--- src/rtl/vga_scanout.sv ---
// ---------------------------------------------------------------------------
// vga_scanout
//
// Parametrised VGA scanout engine. Free-running horizontal/vertical counters
// generate the raster, a row-base accumulator turns the raster position into
// a framebuffer read address (with optional 2^SCALE_SHIFT pixel replication),
// the returned colour index is translated through a writable palette, and the
// sync/blank/frame flags are delayed so they reach the pins together with the
// pixel they describe.
//
// Ports:
//   pixel_clk    pixel clock, the only clock
//   rst_pixel_n  synchronous active-low reset
//   addr         framebuffer read address (registered)
//   data         colour index returned by the framebuffer RAM
//   pal_we       palette write strobe
//   pal_waddr    palette entry to write
//   pal_wdata    palette entry value, {R,G,B}
//   vga_hsync    horizontal sync pin (registered)
//   vga_vsync    vertical sync pin (registered)
//   vga_red      red channel (registered)
//   vga_green    green channel (registered)
//   vga_blue     blue channel (registered)
//   vblank       high while the line on the pins is in vertical blanking
//   frame_start  one-cycle pulse coincident with pixel (0,0) on the pins
// ---------------------------------------------------------------------------
module vga_scanout #(
   parameter int H_ACTIVE    = 640,
   parameter int H_FP        = 16,
   parameter int H_SYNC      = 96,
   parameter int H_BP        = 48,
   parameter int V_ACTIVE    = 480,
   parameter int V_FP        = 10,
   parameter int V_SYNC      = 2,
   parameter int V_BP        = 33,
   parameter bit H_POL       = 1'b0,
   parameter bit V_POL       = 1'b0,
   parameter int COLOR_BITS  = 5,
   parameter int INDEX_BITS  = 4,
   parameter int ADDR_BITS   = 19,
   parameter int RAM_LATENCY = 1,
   parameter int SCALE_SHIFT = 0
) (
   input  logic                    pixel_clk,
   input  logic                    rst_pixel_n,
   output logic [ADDR_BITS-1:0]    addr,
   input  logic [INDEX_BITS-1:0]   data,
   input  logic                    pal_we,
   input  logic [INDEX_BITS-1:0]   pal_waddr,
   input  logic [3*COLOR_BITS-1:0] pal_wdata,
   output logic                    vga_hsync,
   output logic                    vga_vsync,
   output logic [COLOR_BITS-1:0]   vga_red,
   output logic [COLOR_BITS-1:0]   vga_green,
   output logic [COLOR_BITS-1:0]   vga_blue,
   output logic                    vblank,
   output logic                    frame_start
);

   localparam int H_TOTAL   = H_ACTIVE + H_FP + H_SYNC + H_BP;
   localparam int V_TOTAL   = V_ACTIVE + V_FP + V_SYNC + V_BP;
   localparam int HW        = $clog2(H_TOTAL);
   localparam int VW        = $clog2(V_TOTAL);
   localparam int LAT       = RAM_LATENCY + 3;
   localparam int DLY       = LAT - 1;
   localparam int PAL_DEPTH = 1 << INDEX_BITS;
   localparam int RGB_BITS  = 3 * COLOR_BITS;

   localparam logic [HW-1:0] H_LAST   = HW'(H_TOTAL - 1);
   localparam logic [HW-1:0] H_ACT    = HW'(H_ACTIVE);
   localparam logic [HW-1:0] HS_START = HW'(H_ACTIVE + H_FP);
   localparam logic [HW-1:0] HS_END   = HW'(H_ACTIVE + H_FP + H_SYNC);
   localparam logic [VW-1:0] V_LAST   = VW'(V_TOTAL - 1);
   localparam logic [VW-1:0] V_ACT    = VW'(V_ACTIVE);
   localparam logic [VW-1:0] VS_START = VW'(V_ACTIVE + V_FP);
   localparam logic [VW-1:0] VS_END   = VW'(V_ACTIVE + V_FP + V_SYNC);

   localparam logic [VW-1:0]        SY_MASK  = VW'((1 << SCALE_SHIFT) - 1);
   localparam logic [ADDR_BITS-1:0] ROW_STEP = ADDR_BITS'(H_ACTIVE >> SCALE_SHIFT);

   localparam bit H_IDLE = !H_POL;
   localparam bit V_IDLE = !V_POL;

   // Timing flags carried down the alignment delay line, all active-high.
   typedef struct packed {
      logic frame;
      logic vblank;
      logic vsync;
      logic hsync;
      logic de;
   } ctl_t;

   logic [HW-1:0]        r_sx;
   logic [VW-1:0]        r_sy;
   logic [ADDR_BITS-1:0] r_rowBase;
   logic [RGB_BITS-1:0]  r_palette [PAL_DEPTH];
   logic [RGB_BITS-1:0]  r_palOut;
   ctl_t                 r_dly [DLY];
   ctl_t                 w_ctl;
   ctl_t                 w_aligned;

   // Decode the current raster position into the flags for this pixel.
   always_comb begin
      w_ctl        = '0;
      w_ctl.de     = (r_sx < H_ACT) && (r_sy < V_ACT);
      w_ctl.hsync  = (r_sx >= HS_START) && (r_sx < HS_END);
      w_ctl.vsync  = (r_sy >= VS_START) && (r_sy < VS_END);
      w_ctl.vblank = (r_sy >= V_ACT);
      w_ctl.frame  = (r_sx == '0) && (r_sy == '0);
      w_aligned    = r_dly[DLY-1];
   end

   // Raster counters and row-base accumulator. The row base steps by one
   // scaled line width only after the last replicated copy of a source line,
   // so every replicated line re-reads the same framebuffer row. A frame wrap
   // takes priority and clears the row base on the same edge.
   always_ff @(posedge pixel_clk) begin
      if (!rst_pixel_n) begin
         r_sx      <= '0;
         r_sy      <= '0;
         r_rowBase <= '0;
      end else if (r_sx == H_LAST) begin
         r_sx <= '0;
         if (r_sy == V_LAST) begin
            r_sy      <= '0;
            r_rowBase <= '0;
         end else begin
            r_sy <= r_sy + VW'(1);
            if ((r_sy < V_ACT) && ((r_sy & SY_MASK) == SY_MASK)) begin
               r_rowBase <= r_rowBase + ROW_STEP;
            end
         end
      end else begin
         r_sx <= r_sx + HW'(1);
      end
   end

   // Framebuffer address: row base plus the scaled column, parked at zero
   // outside the visible area.
   always_ff @(posedge pixel_clk) begin
      if (!rst_pixel_n) begin
         addr <= '0;
      end else if (w_ctl.de) begin
         addr <= r_rowBase + ADDR_BITS'(r_sx >> SCALE_SHIFT);
      end else begin
         addr <= '0;
      end
   end

   // Palette storage. Writes land on the clock edge, so a lookup of the same
   // entry in the write cycle still sees the previous contents.
   always_ff @(posedge pixel_clk) begin
      if (!rst_pixel_n) begin
         for (int i = 0; i < PAL_DEPTH; i++) begin
            r_palette[i] <= '0;
         end
      end else if (pal_we) begin
         r_palette[pal_waddr] <= pal_wdata;
      end
   end

   // Registered palette lookup of the index coming back from the RAM.
   always_ff @(posedge pixel_clk) begin
      if (!rst_pixel_n) begin
         r_palOut <= '0;
      end else begin
         r_palOut <= r_palette[data];
      end
   end

   // Delay line that walks the timing flags alongside the address, RAM and
   // palette stages; its last stage lines up with r_palOut.
   always_ff @(posedge pixel_clk) begin
      if (!rst_pixel_n) begin
         for (int i = 0; i < DLY; i++) begin
            r_dly[i] <= '0;
         end
      end else begin
         r_dly[0] <= w_ctl;
         for (int i = 1; i < DLY; i++) begin
            r_dly[i] <= r_dly[i-1];
         end
      end
   end

   // Output register: colour is blanked outside the active area and the sync
   // flags are converted to the requested pin polarity.
   always_ff @(posedge pixel_clk) begin
      if (!rst_pixel_n) begin
         vga_hsync   <= H_IDLE;
         vga_vsync   <= V_IDLE;
         vga_red     <= '0;
         vga_green   <= '0;
         vga_blue    <= '0;
         vblank      <= 1'b0;
         frame_start <= 1'b0;
      end else begin
         vga_hsync   <= w_aligned.hsync ^ H_IDLE;
         vga_vsync   <= w_aligned.vsync ^ V_IDLE;
         vblank      <= w_aligned.vblank;
         frame_start <= w_aligned.frame;
         if (w_aligned.de) begin
            vga_red   <= r_palOut[3*COLOR_BITS-1:2*COLOR_BITS];
            vga_green <= r_palOut[2*COLOR_BITS-1:COLOR_BITS];
            vga_blue  <= r_palOut[COLOR_BITS-1:0];
         end else begin
            vga_red   <= '0;
            vga_green <= '0;
            vga_blue  <= '0;
         end
      end
   end

endmodule

--- config.mk ---
export PLATFORM = sky130hd
export DESIGN_NAME = vga_scanout
export DESIGN_NICKNAME = d
export VERILOG_FILES = /design/src/rtl/vga_scanout.sv
export SDC_FILE = /design/constraint.sdc
export NUM_CORES = 1
export LEC_CHECK = 0
export CORE_AREA = 4 4 212 214
export CTS_BUF_LIST = sky130_fd_sc_hd__clkbuf_8
export DETAILED_ROUTE_END_ITERATION = 16
export DIE_AREA = 0 0 216 218
export PLACE_DENSITY_LB_ADDON = 0.12
export SLEW_MARGIN = 25
export SYNTH_ARGS = -nofsm -noshare
export SYNTH_HDL_FRONTEND = slang
export SYNTH_SLANG_ARGS = --single-unit
--- constraint.sdc ---
create_clock -name pixel_clk -period 4.56 [get_ports pixel_clk]
set_input_delay 0.912 -clock pixel_clk [delete_from_list [all_inputs] [get_ports pixel_clk]]
set_output_delay 0.912 -clock pixel_clk [all_outputs]
set_load 0.1 [all_outputs]
==> results of run 1 <==
## synth_stat cells (all sizes together) (3+ instances only)
library cell  count  area (µm²)
or4              17         128
and2            258        1610
dfxtp           100        2000
o31ai            18         135
and4              3        26.3
o22ai            15        93.8
clkbuf           59         221
and3             20         125
nand4            10        62.6
o21ai            22         114
nand2            21        78.8
edfxtp          240        7210
nor2             31         116
mux2i            31         310
xnor2             4        35.0
nand4b            3        26.3
o21a              4        30.0
or3               9        56.3
nand3            12        65.1
buf              18         103
nor3             10        55.1
ha                9         113
xor2              7        61.3
mux4             60        1350
nand2b            8        50.1
a21oi            25         125
inv               9        33.8
## metal layers
layer / routed length (µm) / GRT usage (%)
met5: 0 / 0
met4: 906 / 4.46
met3: 1740 / 3.26
met2: 16500 / 24.5
met1: 17500 / 22.2
## flip-flops by register name, summed over array words and instances (netlist names), 10 cells and up
register	cells
addr	19
r_dly	15
r_palOut	15
r_palette	240
r_rowBase	12
r_sx	10
r_sy	10
## through the flow
stage / utilization [%] / instance area (µm²) / total power [mW] / cells / hold WS, ps
3_5_place_dp: 36.9 / 15800 / 4.02 / 1649 / 361
4_1_cts: 39.7 / 17000 / 6.80 / 1762 / 376
2_1_floorplan: - / 14500 / 3.81 / 1043 / 352
5_1_grt: 39.7 / 17000 / 6.98 / 1762 / 402
6_report: 39.7 / 17000 / 6.68 / 1764 / 371
3_3_place_gp: 36.9 / 15800 / 4.02 / 1649 / 358
## logic make-up (layout without fill, tap and decap cells)
family	count (synthesis)	after routing	share of synthesized area [%]
compound gates	94	94	4.01
other cells	0	2	0
mux	91	91	11.4
buf+inv	86	220	2.46
flops	340	340	63.4
fa+ha+maj	9	9	0.775
simple gates	412	412	17.3
xor+xnor	11	11	0.663
## power groups by stage
stage | registers [mW] | logic [mW] | clock network (mW)
5_1_grt | 3.51 | 0.477 | 2.99
2_1_floorplan | 3.56 | 0.247 | 0
4_1_cts | 3.50 | 0.457 | 2.85
3_5_place_dp | 3.56 | 0.456 | 0
6_report | 3.50 | 0.444 | 2.74
3_3_place_gp | 3.56 | 0.455 | 0
## worst max-delay path by stage
stage | start | end | slack (ps) | cells after the start
2_1_floorplan | rst_pixel_n | r_palette[3][0]$_SDFFCE_PN0P_ | 1460 | 5
3_3_place_gp | pal_waddr[2] | r_palette[8][14]$_SDFFCE_PN0P_ | 1310 | 5
3_5_place_dp | pal_waddr[2] | r_palette[8][14]$_SDFFCE_PN0P_ | 1210 | 5
4_1_cts | vga_green[3]$_SDFF_PN0_ | vga_green[3] | 1440 | 1
5_1_grt | vga_red[1]$_SDFF_PN0_ | vga_red[1] | 1430 | 1
6_report | vga_blue[3]$_SDFF_PN0_ | vga_blue[3] | 1500 | 1
## layout make-up
cell class	count	area (µm²)	area share, %
clock buffer	69	950	5.58
timing repair buffer	98	901	5.29
antenna	2	5.00	0.0294
sequential	340	9210	54.1
multi-input combinational	617	4960	29.1
inverter	9	33.8	0.198
tap	585	732	4.30
clock inverter	44	230	1.35
==> results_dict.tcl, run 1 <==
set metrics [dict create \
    htreeDepth 2 \
    syn-cell-area_um2 14500 \
    slowest_stage "clkdlybuf4s50_1" \
    drive_gt1_share_pct 15.6 \
    p_comb_share_pct 6.6 \
    io_buffers 63 \
    avgRoutedWirePerCell_um 20.8 \
    grt_pass1_vias 8585 \
    switching_share_pct 23.6 \
    fin_skew_ps 26.5 \
    syn-instance-count 1043 \
    die_y_um 218 \
    fin_crit_ps 3060 \
    die_area_um2 47100 \
    root_buffer "clkbuf_8" \
    ctsHoldBuffers 0 \
    path_max_fanout 1 \
    ys_seq_area_share_pct 63.4 \
    layout_setup_ws_ps 1500 \
    post-route-period-util_pct 67.0 \
    gr-total-overflow 0 \
    cp-end-kind "primary output" \
    cts_setup_buffers 0 \
    cts.sinks 340 \
    p_seq_share_pct 52.3 \
    worstSkewPairLatency_ps 640 \
    start_kind "flip-flop" \
    fillers 4071 \
    hold_viol 0 \
    drtAntennaViolNets 0 \
    ctsResizeCount 0 \
    outcome "complete, no violations" \
    hpwl_um 23000 \
    setup_viol 0 \
    reg2regPathDepth 5 \
    final_common_cell "and2_1" \
    slew_headroom_pct 30.7 \
    tritoncts "yes" \
    ys_ff_latch 340 \
    async_flop_share_pct 0 \
    clkPwrFrac_pct 41.0 \
    final_cell_mix "258 x and2_1, 240 x edfxtp_1, 100 x dfxtp_1, 69 x clkbuf_8, 60 x mux4_2" \
    final_nets 1161 \
    arrival_ps 2140 \
    worstPathRequired_ps 3650 \
    area_growth_pct 17.2 \
    routed_wl_um 36700 \
    gp_congestion 0.722 \
    p_int_mw 5.10 \
    hold_path_depth 1 \
    vias_per_cell 4.77 \
    ios 64 \
    start_util_pct 33.9 \
    p_leak_nw 6.14 \
    rsz0062_at_grt "false" \
    yosys_warnings 0 \
    ys.flop_type "edfxtp_1" \
    drc_errors 0 \
    place_ws_ps 1210 \
    hold_start "r_dly[0][11]$_SDFF_PN0_" \
    dr.pass1.iters 4 \
    min_to "vga_hsync$_SDFF_PN1_" \
    antenna_found_initial 1 \
    syn_avg_cell_area_um2 13.9 \
    maxCapViolations 0 \
    grt_usage_pct 15.7 \
    worstHoldPathType "flip-flop to flip-flop" \
    max_stage_delay_ps 1150 \
    grt_max_degree 61 \
    timing.rr.start "r_sx[8]$_SDFF_PP0_" \
    synth_nets 1078 \
    switchingPower_mw 1.58 \
    r2r_end "addr[18]$_SDFF_PN0_" \
    grt_pass1_wl_um 55200 \
    fin_tns_setup_ps 0 \
    numCtsBuffers 60 \
    die_x_um 216 \
    r2r_slack_ps 2340 \
    vias 8418 \
    crit_chain "clkdlybuf4s50_1" \
    path_buf_inv 1 \
    yosysUniqueCellTypes 50 \
    path_class "flip-flop to primary output" \
    path_clk_slew_ps 60 \
    tightestPinTransition_ps 1040 \
    fp-row-count 76 \
    clock.fmax_mhz 327 \
    cp_top_family "buffers and inverters" \
    finalMaxSlewViolations 0 \
    first_iter_violations 508 \
    core-area_um2 42900 \
    cts_buffer_depth 3 \
    synth_edf_count 240 \
    ir_drop_mv 0.213 \
    p_per_area_nw_per_um2 393 \
]
Note: power is estimated with default switching activity, not from simulation.
==> inputs of run 2 (changes only) <==
==> constraint.sdc (replaced) <==
create_clock -name pixel_clk -period 2.67 [get_ports pixel_clk]
set_input_delay 0.534 -clock pixel_clk [delete_from_list [all_inputs] [get_ports pixel_clk]]
set_output_delay 0.534 -clock pixel_clk [all_outputs]
set_load 0.1 [all_outputs]
==> results_dict.tcl, run 2 (synthesis gave the netlist of run 1 again) <==
set metrics [dict create \
    outcome "complete, no violations" \
    crit_cells 6 \
    path_buf_inv 1 \
    final_common_cell "and2_1" \
    maxCapViolations 0 \
    top_register "r_palette" \
    path_class "flip-flop to flip-flop" \
    root_buffer "clkbuf_8" \
    avgRoutedWirePerCell_um 20.6 \
    timing.rr.start "r_sx[0]$_SDFF_PP0_" \
    design_area_um2 17000 \
    worstHoldPathType "flip-flop to flip-flop" \
    grt.busiest_layer "met2" \
    final_util_pct 39.7 \
    start_util_pct 33.9 \
    grt_pass1_wl_um 55200 \
    r2r_slack_ps 570 \
    stdcell_count 1778 \
    dpl_cell_area_um2 15900 \
    fp-row-count 76 \
    vias_per_cell 4.77 \
    max_stage_delay_ps 530 \
    cp_top_family "simple AND/OR/NAND/NOR gates" \
    worstPathRequired_ps 3220 \
    fin_skew_ps 33.9 \
    ctsResizeCount 0 \
    p_leak_nw 6.22 \
    io_buffers 63 \
    core-area_um2 42900 \
    numCtsBuffers 59 \
    antenna_cells 0 \
    setup_viol 0 \
    start_kind "flip-flop" \
    critical_path.startpoint "r_sx[0]$_SDFF_PP0_" \
    top_regs "r_palette: 240 flops, addr: 19 flops" \
    rsz0062_at_grt "false" \
    cts_buffer_depth 3 \
    die_area_um2 47100 \
    hold_viol 0 \
    fillers 4098 \
    path_clk_slew_ps 60 \
    antenna_found_initial 0 \
    final_nets 1178 \
    use_met1_pct 22.0 \
    hold_slack_ps 371 \
    reg2regPathDepth 6 \
    hpwl_um 22900 \
    finalMaxSlewViolations 0 \
    largest_register_ffs 240 \
    first_iter_violations 656 \
    routed_wl_um 36700 \
    path_max_fanout 29 \
    drive_gt1_share_pct 20.3 \
    met2_usage_pct 24.6 \
    post-route-period-util_pct 78.8 \
    cts_setup_buffers 0 \
    arrival_ps 2650 \
    clock.fmax_mhz 476 \
    fin_crit_ps 2100 \
    cp-end-kind "flip-flop" \
    drc_errors 0 \
    grt_max_degree 50 \
    die_x_um 216 \
    cts.sinks 340 \
    crit_chain "ha_1 > and4_1 > nand3_2 > buf_4 > or4_1 > a21oi_1" \
    htreeDepth 2 \
    grt_pass1_vias 8622 \
    dr.pass1.iters 5 \
    final_cell_mix "258 x and2_1, 240 x edfxtp_1, 100 x dfxtp_1, 86 x buf_4, 65 x clkbuf_8" \
    slowest_stage "or4_1" \
    ios 64 \
    ir_drop_mv 0.298 \
    drtAntennaViolNets 0 \
    grt_usage_pct 15.6 \
    gr-total-overflow 0 \
    ctsHoldBuffers 0 \
    vias 8489 \
    tritoncts "yes" \
    gp_congestion 0.736 \
    slew_headroom_pct 30.8 \
    die_y_um 218 \
    hold_start "r_dly[0][11]$_SDFF_PN0_" \
    p_total_mw 11.2 \
    tightestPinTransition_ps 1030 \
    placedCellCount 1667 \
    area_growth_pct 17.3 \
    use_met3_pct 2.84 \
    r2r_end "r_rowBase[16]$_SDFFE_PN0P_" \
    p_per_area_nw_per_um2 656 \
    min_to "vga_hsync$_SDFF_PN1_" \
    hold_path_depth 1 \
    worstSkewPairLatency_ps 640 \
]
[run 2: cell count changes in the layout (fill, tap and decap cells not counted), sizes merged]
cell           before  now
inv                41   30
clkbuf             69   65
clkinv              9   24
diode               2    0
clkdlybuf4s50      59   21
bufinv              2    0
buf                39   95
[run 2: how the worst max path moves through the flow]
stage / end / slack [ps]
4_1_cts: r_rowBase[16]$_SDFFE_PN0P_ / 540
5_1_grt: r_rowBase[18]$_SDFFE_PN0P_ / 410
6_report: r_rowBase[16]$_SDFFE_PN0P_ / 570
2_1_floorplan: r_palette[1][0]$_SDFFCE_PN0P_ / -40
3_5_place_dp: r_palette[6][3]$_SDFFCE_PN0P_ / -130
3_3_place_gp: r_palette[1][2]$_SDFFCE_PN0P_ / -60
[run 2: routing by layer]
layer / vias up / wire, µm
li1: 4051 / -
met1: 4188 / 17600
met2: 186 / 16700
met3: 64 / 1550
met4: 0 / 924
met5: - / 0
[run 2: through the flow]
step / setup slack (ps) / TNS, ps
2_1_floorplan: -44.0 / -1320
3_3_place_gp: -57.3 / -1260
3_5_place_dp: -132 / -1710
4_1_cts: 541 / 0
5_1_grt: 409 / 0
6_report: 567 / 0
[run 2: area by class of cell]
cell class	count	area (µm²)	share of cell area, %
Sequential cell	340	9210	54.1
Multi-Input combinational cell	617	4970	29.2
Timing Repair Buffer	116	991	5.82
Clock buffer	65	895	5.25
Tap cell	585	732	4.30
Clock inverter	46	200	1.18
Inverter	9	33.8	0.198
[run 2: power breakdown]
part	total [mW]	internal, mW	switching, mW
Combinational	0.800	0.319	0.482
Clock	4.41	2.23	2.18
Sequential	5.96	5.89	0.0733
==> inputs of run 3 (changes only) <==
==> constraint.sdc (replaced) <==
create_clock -name pixel_clk -period 1.8 [get_ports pixel_clk]
set_input_delay 0.36 -clock pixel_clk [delete_from_list [all_inputs] [get_ports pixel_clk]]
set_output_delay 0.36 -clock pixel_clk [all_outputs]
set_load 0.1 [all_outputs]
==> results_dict.tcl, run 3 (synthesis gave the netlist of run 1 again) <==
set metrics [dict create \
    core-area_um2 42900 \
    p_leak_nw 7.03 \
    grt_max_degree 38 \
    final_cell_mix "258 x and2_1, 240 x edfxtp_1, 139 x buf_4, 96 x dfxtp_1, 68 x clkbuf_8" \
    root_buffer "clkbuf_8" \
    setup_viol 0 \
    worstHoldPathType "input pin to flip-flop" \
    routed_wl_um 38500 \
    drc_errors 0 \
    finalMaxSlewViolations 0 \
    htreeDepth 2 \
    grt_pass1_wl_um 59000 \
    fillers 3947 \
    ios 64 \
    grt_pass1_vias 9521 \
    first_iter_violations 559 \
    outcome "complete, no violations" \
    gr-total-overflow 0 \
    ctsHoldBuffers 0 \
    cts_buffer_depth 3 \
    layout_setup_ws_ps 45.0 \
    worstPathRequired_ps 2390 \
    clock.fmax_mhz 570 \
    slew_headroom_pct 73.7 \
    critical_path.startpoint "r_sx[7]$_SDFF_PP0_" \
    rsz0062_at_grt "true" \
    die_y_um 218 \
    fp-row-count 76 \
    ff_latch_area_um2 9220 \
    multi_input_area_um2 5060 \
    worstSkewPairLatency_ps 650 \
    final_nets 1288 \
    largest_register_ffs 240 \
    vias_per_cell 4.76 \
    path_max_fanout 11 \
    arrival_ps 2340 \
    die_x_um 216 \
    final_util_pct 43.7 \
    path_clk_slew_ps 60 \
    hpwl_um 26100 \
    hold_viol 0 \
    antenna_found_initial 0 \
    fin_skew_ps 25.8 \
    maxCapViolations 0 \
    tightestPinTransition_ps 393 \
    tritoncts "yes" \
    ir_drop_mv 0.531 \
    top_regs "r_palette: 240 flops, addr: 19 flops" \
    post-route-period-util_pct 97.5 \
    start_kind "flip-flop" \
    gp_congestion 0.790 \
    drive_gt1_share_pct 28.8 \
    fin_crit_ps 1760 \
    area_growth_pct 28.9 \
    numCtsBuffers 59 \
    hold_start "rst_pixel_n" \
    vias 8962 \
    die_area_um2 47100 \
    grt_usage_pct 16.6 \
    dr.pass1.iters 5 \
    cts.sinks 340 \
    drtAntennaViolNets 0 \
    start_util_pct 33.9 \
    p_per_area_nw_per_um2 918 \
    place_ws_ps -526 \
    avgRoutedWirePerCell_um 20.5 \
    top_register "r_palette" \
    timing.rr.start "r_sx[7]$_SDFF_PP0_" \
    io_buffers 63 \
    final_common_cell "and2_1" \
    path_class "flip-flop to flip-flop" \
    cp-end-kind "flip-flop" \
]
-- run 3: cell count changes in the layout (fill, tap and decap cells not counted), moves of 4 or more --
cell and change:
o21ai_1 -4, nor2_1 +5, dfxtp_1 -4, clkinv_1 -14, buf_4 +53, o21ai_2 +4
nor2_2 -5, buf_12 +55
-- run 3: power breakdown --
group | leakage, nW | total [mW] | internal (mW) | switching (mW)
clock network | 0.675 | 6.93 | 3.72 | 3.21
registers | 3.10 | 8.85 | 8.74 | 0.114
logic | 3.25 | 1.42 | 0.644 | 0.775
total | 7.03 | 17.2 | 13.1 | 4.10
-- run 3: final timing paths --
check | to | slack (ps) | cells after the start
setup / recovery | r_rowBase[13]$_SDFFE_PN0P_ | 40 | 5
hold / removal | vga_red[1]$_SDFF_PN0_ | 150 | 3
setup reg to reg | r_rowBase[13]$_SDFFE_PN0P_ | 40 | 5
hold reg to reg | vga_hsync$_SDFF_PN1_ | 370 | 1
-- run 3: per-layer routing --
metal  GRT usage (%)  vias to the layer above  wire [µm]
met1            22.7                     4444      18000
li1                -                     4270          -
met4            4.37                        0        681
met3            3.46                       56       1750
met5               0                        -          0
met2            27.1                      192      18100
-- run 3: timing repair --
action / 4_1_cts / 5_1_grt
endpoints found under the setup margin: 17 / 20
pin swaps: 2 / 5
resized for setup: 6 / 13
cloned: 1 / 0
buffers inserted: 0 / 2
-- run 3: critical path, stage by stage, from the launching register on --
cell and delay (ps):
dfxtp_2 360, nor4b_4 370, nand3_4 140, buf_12 160, or4_1 520, a21oi_2 140
-- run 3: through the flow --
stage          instance area (µm²)  cells  hold WS (ps)  TNS [ps]  total power [mW]
2_1_floorplan                14600   1043           352    -16040              9.65
3_3_place_gp                 17400   1774           360   -152840              10.4
3_5_place_dp                 17400   1774           359   -153310              10.4
4_1_cts                      18700   1880          87.4         0              17.5
5_1_grt                      18700   1882           125      -154              17.9
6_report                     18700   1883           150         0              17.2
-- run 3: layout make-up --
| cell class | count | share of cell area [%] |
|---|---|---|
| sequential | 340 | 49.2 |
| timing repair buffer | 226 | 13.5 |
| multi-input combinational | 617 | 27.0 |
| inverter | 9 | 0.180 |
| tap | 585 | 3.91 |
| clock buffer | 68 | 5.00 |
| antenna | 1 | 0.0134 |
| clock inverter | 37 | 1.17 |
